[config.mk]
export PLATFORM = sky130hd
export DESIGN_NAME = siggit_mc
export DESIGN_NICKNAME = d
export VERILOG_FILES = /design/src/rtl/siggit_pkg.sv /design/src/rtl/siggit_chan.sv /design/src/rtl/siggit_mc.sv
export SDC_FILE = /design/constraint.sdc
export NUM_CORES = 1
export LEC_CHECK = 0
export ABC_AREA = 1
export CORE_MARGIN = 1
export CORE_UTILIZATION = 63
export CTS_CLUSTER_DIAMETER = 50
export DETAILED_ROUTE_END_ITERATION = 16
export GPL_TIMING_DRIVEN = 0
export PLACE_DENSITY = 0.83
export SETUP_SLACK_MARGIN = 0.4
export SYNTH_ARGS = -nofsm -noshare
export SYNTH_HDL_FRONTEND = slang
export SYNTH_SLANG_ARGS = --single-unit
[constraint.sdc]
create_clock -name CLK -period 7.1 [get_ports CLK]
set_input_delay 0.71 -clock CLK [delete_from_list [all_inputs] [get_ports CLK]]
set_output_delay 0.71 -clock CLK [all_outputs]
set_load 0.02 [all_outputs]
[src/rtl/siggit_pkg.sv]
// Shared constants for the sigma-delta modulator: order codes, integrator growth and full-scale feedback.
// Pure definitions, no latency, no flow control.
package siggit_pkg;

    localparam int ORDER_1   = 1;
    localparam int ORDER_2   = 2;
    localparam int INT_GUARD = 4;

    function automatic int int_width(input int width);
        return width + INT_GUARD;
    endfunction

    // Magnitude of the feedback DAC level: one LSB above the largest positive sample.
    function automatic int full_scale(input int width);
        return 1 << (width - 1);
    endfunction

endpackage

[src/rtl/siggit_chan.sv]
// One modulator channel: saturating integrators and 1-bit quantiser; bit registered one clock after update.
// No backpressure; i_en low freezes all state.
module siggit_chan
    import siggit_pkg::*;
#(
    parameter int WIDTH = 16,
    parameter int ORDER = ORDER_2
) (
    input  logic             i_clk,
    input  logic             i_rst_n,
    input  logic             i_en,
    input  logic [WIDTH-1:0] i_x,
    output logic             o_bit
);
    localparam int IW = int_width(WIDTH);
    localparam int SW = IW + 2;
    localparam logic signed [SW-1:0] FS   = SW'(full_scale(WIDTH));
    localparam logic signed [SW-1:0] SMAX = {3'b000, {(IW-1){1'b1}}};
    localparam logic signed [SW-1:0] SMIN = {3'b111, {(IW-1){1'b0}}};

    logic signed [IW-1:0] r_i1;
    logic signed [IW-1:0] r_i2;
    logic                 r_bit;

    logic signed [SW-1:0] w_x;
    logic signed [SW-1:0] w_fb;
    logic signed [SW-1:0] w_s1;
    logic signed [SW-1:0] w_s2;
    logic signed [IW-1:0] w_i1_nx;
    logic signed [IW-1:0] w_i2_nx;
    logic                 w_bit_nx;

    // Sums are formed two bits wider so overflow is detected before clamping.
    function automatic logic signed [SW-1:0] sat(input logic signed [SW-1:0] v);
        if (v > SMAX) return SMAX;
        if (v < SMIN) return SMIN;
        return v;
    endfunction

    assign w_x      = {{(SW-WIDTH){i_x[WIDTH-1]}}, i_x};
    assign w_fb     = r_bit ? FS : -FS;
    assign w_s1     = {{2{r_i1[IW-1]}}, r_i1} + w_x - w_fb;
    assign w_i1_nx  = IW'(sat(w_s1));
    assign w_s2     = {{2{r_i2[IW-1]}}, r_i2} + {{2{w_i1_nx[IW-1]}}, w_i1_nx} - w_fb;
    assign w_i2_nx  = IW'(sat(w_s2));
    assign w_bit_nx = (ORDER == ORDER_1) ? ~w_i1_nx[IW-1] : ~w_i2_nx[IW-1];

    always_ff @(posedge i_clk or negedge i_rst_n) begin
        if (!i_rst_n) begin
            r_i1  <= '0;
            r_i2  <= '0;
            r_bit <= 1'b0;
        end else if (i_en) begin
            r_i1  <= w_i1_nx;
            r_i2  <= w_i2_nx;
            r_bit <= w_bit_nx;
        end
    end

    assign o_bit = r_bit;

endmodule

[src/rtl/siggit_mc.sv]
// Multi-channel sigma-delta modulator: phase counter, one-deep frame holding register, CHANNELS lock-step channels.
// IN_READY drops while a frame is held; a boundary with nothing held reuses the last sample and pulses UNDERRUN.
module siggit_mc
    import siggit_pkg::*;
#(
    parameter int WIDTH    = 16,
    parameter int CHANNELS = 2,
    parameter int ORDER    = ORDER_2,
    parameter int OSR      = 64
) (
    input  logic                      CLK,
    input  logic                      RESET_N,
    input  logic                      EN,
    input  logic                      MUTE,
    input  logic [CHANNELS*WIDTH-1:0] IN_DATA,
    input  logic                      IN_VALID,
    output logic                      IN_READY,
    output logic [CHANNELS-1:0]       BITSTREAM,
    output logic                      SAMPLE_TICK,
    output logic                      UNDERRUN
);
    localparam int FW = CHANNELS * WIDTH;
    localparam int PW = $clog2(OSR);
    localparam logic [PW-1:0] PH_LAST = PW'(OSR - 1);

    logic [PW-1:0] r_phase;
    logic          r_hold_full;
    logic [FW-1:0] r_hold;
    logic [FW-1:0] r_active;

    logic w_boundary;
    logic w_accept;

    assign w_boundary  = EN && (r_phase == PH_LAST);
    assign w_accept    = EN && IN_VALID && !r_hold_full;
    assign IN_READY    = !r_hold_full;
    assign SAMPLE_TICK = w_boundary;
    assign UNDERRUN    = w_boundary && !r_hold_full;

    always_ff @(posedge CLK or negedge RESET_N) begin
        if (!RESET_N) begin
            r_phase     <= '0;
            r_hold_full <= 1'b0;
            r_hold      <= '0;
            r_active    <= '0;
        end else if (EN) begin
            r_phase <= w_boundary ? '0 : r_phase + PW'(1);
            // Acceptance only happens while empty, so it never collides with the boundary consume.
            if (w_accept) begin
                r_hold      <= IN_DATA;
                r_hold_full <= 1'b1;
            end else if (w_boundary) begin
                r_hold_full <= 1'b0;
            end
            if (w_boundary) begin
                if (MUTE) begin
                    r_active <= '0;
                end else if (r_hold_full) begin
                    r_active <= r_hold;
                end
            end
        end
    end

    for (genvar c = 0; c < CHANNELS; c++) begin : g_chan
        siggit_chan #(
            .WIDTH (WIDTH),
            .ORDER (ORDER)
        ) u_chan (
            .i_clk   (CLK),
            .i_rst_n (RESET_N),
            .i_en    (EN),
            .i_x     (r_active[c*WIDTH +: WIDTH]),
            .o_bit   (BITSTREAM[c])
        );
    end

endmodule

==> results by group <==
STA
  – Final worst slack: 467 ps
  – Fmax: 0.151 GHz
  – Worst-margin pin slew: 659 ps
  – Rel. slew slack: 56.1%
  – Setup TNS: 0 ps
  – RSZ-0062 raised after global routing: false
  – Crit path time final: 6630 ps
  – Final Max Slew Viols: 0
  – Hold Fails Final Rpt: 0
  – Final setup viols: 0
  – Period utilization: 93.4%
  – Clock skew: 15.5 ps

Yosys
  – Synth unique cells: 42
  – Most common flop cell mapped by yosys: dfrtp_1
  – EDFF count, synth: 0
  – Synth area leader: dfrtp_1
  – Cells after Synth: 1,446
  – Mux share of post-synthesis cell area: 3.23%
  – Syn_nets: 1,592
  – Synth top area share: 34.3%
  – FFs w/ async S/R, synth: 100%
  – Synth Cell Area: 11,200 sq um
  – Syn. warnings: 0
  – Post-synthesis sequential area ratio: 34.3%
  – Ranking of synthesized cells by area: dfrtp_1, nand2_1, ha_1
  – Mean post-synth cell area: 7.71 sq um
  – Main combinational cell family by area after synthesis: simple AND/OR/NAND/NOR gates
  – Post-synthesis compound-gate area fraction: 12.2%
  – Synth Register Bits: 153
  – Post-synthesis xor/xnor area fraction: 5.97%
  – Post-Synth Adder-Cell Area: 12.8%
  – Post-Synth Simple-Gate Area: 24.4%

Drt
  – Final wirelength: 30.7 mm
  – DR DRC count: 0
  – Drt initial violations: 849
  – WL/cell: 17.3 um
  – Via count: 10,500
  – Post-route ant nets: 0
  – Via/cell ratio: 5.95
  – Pre-antenna DRT Iters: 6

Global routing
  – Initial antenna violation count: 0
  – First-pass GRT wire length: 45.3 mm
  – Met3 usage: 4.24%
  – M1 GR Usage: 37.7%
  – Vias in the first global route: 9,867
  – Largest net degree at the start of global routing: 101
  – GRT busiest layer: met2
  – Gr ovfl total: 0
  – Global routing usage on met2: 54.7%
  – Global Route Usage Sum: 31.4%

Worst setup path
  – CP top delay family: compound AO/OA/AOI/OAI gates
  – Worst-case reg-to-reg path depth: 40
  – CP required: 7430 ps
  – WP buf/inv: 5
  – Crit-path max FO: 10
  – Crit Path Category: reg -> reg
  – R2R Path Start: g_chan[0].u_chan.r_i1[11]
  – Critical path's slowest cell: dfrtp_1
  – Worst path arrival time: 6960 ps
  – Reg2reg end: g_chan[0].u_chan.r_i2[9]
  – Critical Path Max Stage Delay: 410 ps
  – Crit path capture type: register
  – CP startpoint kind: register
  – Setup slack, reg-to-reg: 470 ps

Clock tree
  – Clk_lat worst skew: 440 ps
  – Buffer depth of the longest clock path: 2
  – CTS sink cnt: 153
  – TritonCTS clock tree: built
  – Total CTS buffers: 17
  – Hold buffer count at cts: 0
  – CTS H-Tree Depth: 4
  – CTS root buffer: clkbuf_16
  – Worst-path clk slew: 70 ps

Outcome
  – Run status: complete, no violations

Floorplan
  – FP Rows: 48
  – Die Height: 135 um
  – Die Footprint: 18,200 sq um
  – Boundary pin count: 42
  – Core ar.: 17,300 sq um
  – Die width: 135 um
  – Initial core utilization: 64.5%

Placement
  – RD Place Congestion: 0.928
  – Port bufs: 40
  – Post-detail-place hpwl: 19.3 mm
  – Pre-CTS setup slack: -127 ps

Final layout
  – Nets@finish: 1,677
  – Core Util, Final: 77.9%
  – # fillers: 1,119
  – Number of diodes: 0
  – Synthesis-to-layout area growth: 20.8%
  – Layout cells sized above 1: 16.8%

Run
  – Max_cap viols: 0

Worst hold path
  – HP Class: in -> async
-- synth_stat cells (all sizes together), types with 6 or more instances --
cell type and instances:
nand2 438, dfrtp 153, inv 144, a21oi 125
ha 101, nand3 101, nor2 84, o21ai 71
xor2 48, mux2 32, xnor2 28, buf 23
clkbuf 17, nor3 15, a31oi 11, a21o 10
o21bai 9, fa 8, nand4 6
-- final cells by class --
class,instances,area [sq um],share of cell area [%]
tap,225,282,2.09
timing repair buffer,66,696,5.16
sequential,153,3830,28.4
inverter,145,544,4.04
buffer,40,258,1.91
clock buffer,18,439,3.26
clock inverter,14,183,1.36
multi-input combinational,1108,7250,53.8
-- through the flow --
| stage | cell area, sq um | instances | hold slack, ps |
|---|---|---|---|
| 5_1_grt | 13500 | 1769 | 276 |
| 4_1_cts | 12700 | 1752 | 255 |
| 3_3_place_gp | 11800 | 1711 | 470 |
| 6_report | 13500 | 1769 | 235 |
| 2_1_floorplan | 11200 | 1446 | 414 |
| 3_5_place_dp | 11900 | 1712 | 472 |
-- cell families after synthesis --
logic type / Yosys count
AO/OA/AOI/OAI: 240
multiplexers: 32
buffers and inverters: 185
XOR/XNOR: 76
adder cells (fa/ha/maj): 109
AND/OR/NAND/NOR: 651
flip-flops: 153
-- layer usage --
metal | up-vias | wire length (um)
met5 | - | 0
met4 | 0 | 1690
met2 | 462 | 15400
met3 | 154 | 1560
li1 | 4925 | -
met1 | 4991 | 12000
-- worst reg2reg max path, delay by kind of cell (launching register included) --
| kind | cells | cell delay, ps |
|---|---|---|
| AND/OR/NAND/NOR | 17 | 1680 |
| XOR/XNOR | 1 | 190 |
| buffers and inverters | 5 | 750 |
| flip-flops | 1 | 410 |
| AO/OA/AOI/OAI | 12 | 1880 |
| adder cells (fa/ha/maj) | 5 | 1650 |
-- layout by cell type (no fill, tap or decap), types with 5 or more instances in the layout --
cell type and count:
a21oi_1 85, clkbuf_1 17, ha_2 9, nor3_1 10, xnor2_1 28, buf_12 5, o21ai_0 63, clkbuf_16 17
a31oi_1 11, buf_2 7, nand3_1 93, clkdlybuf4s50_1 39, nor2_1 80, a21o_1 10, dfrtp_1 153, buf_4 23
inv_1 140, o21bai_1 7, nand2_2 24, nand2_1 412, o21ai_1 5, xor2_1 47, ha_4 35, buf_6 11
ha_1 57, a21oi_2 36, mux2_2 32, nand3_2 8, nand4_1 6, fa_1 5
-- state kept, by name, summed over array words and instances (netlist names) --
signal               count
g_chan.u_chan.r_i1      40
g_chan.u_chan.r_i2      40
r_active                32
r_hold                  32
r_phase                  6
g_chan.u_chan.o_bit      2
r_hold_full              1
-- timing repair --
action	4_1_cts	5_1_grt
endpoints found under the setup margin	39	42
setup buffers	7	16
pin swaps	10	28
resized for setup	17	113
cloned	1	1
-- worst max path at each step --
stage	cells after the start	from	end	slack, ps
floorplan	41	g_chan[0].u_chan.r_i1[0]	g_chan[0].u_chan.r_i2[10]	1040
global placement	1	RESET_N	r_hold[4]	-910
detailed placement	39	r_active[0]	g_chan[0].u_chan.r_i2[11]	-130
CTS	37	g_chan[1].u_chan.r_i1[3]	g_chan[1].u_chan.r_i2[13]	420
global route	45	r_active[11]	g_chan[0].u_chan.r_i2[0]	160
finish	40	g_chan[0].u_chan.r_i1[11]	g_chan[0].u_chan.r_i2[9]	470
Power is not shown: default switching activity piles up to over one toggle a cycle in this logic, so the estimate is an artifact.
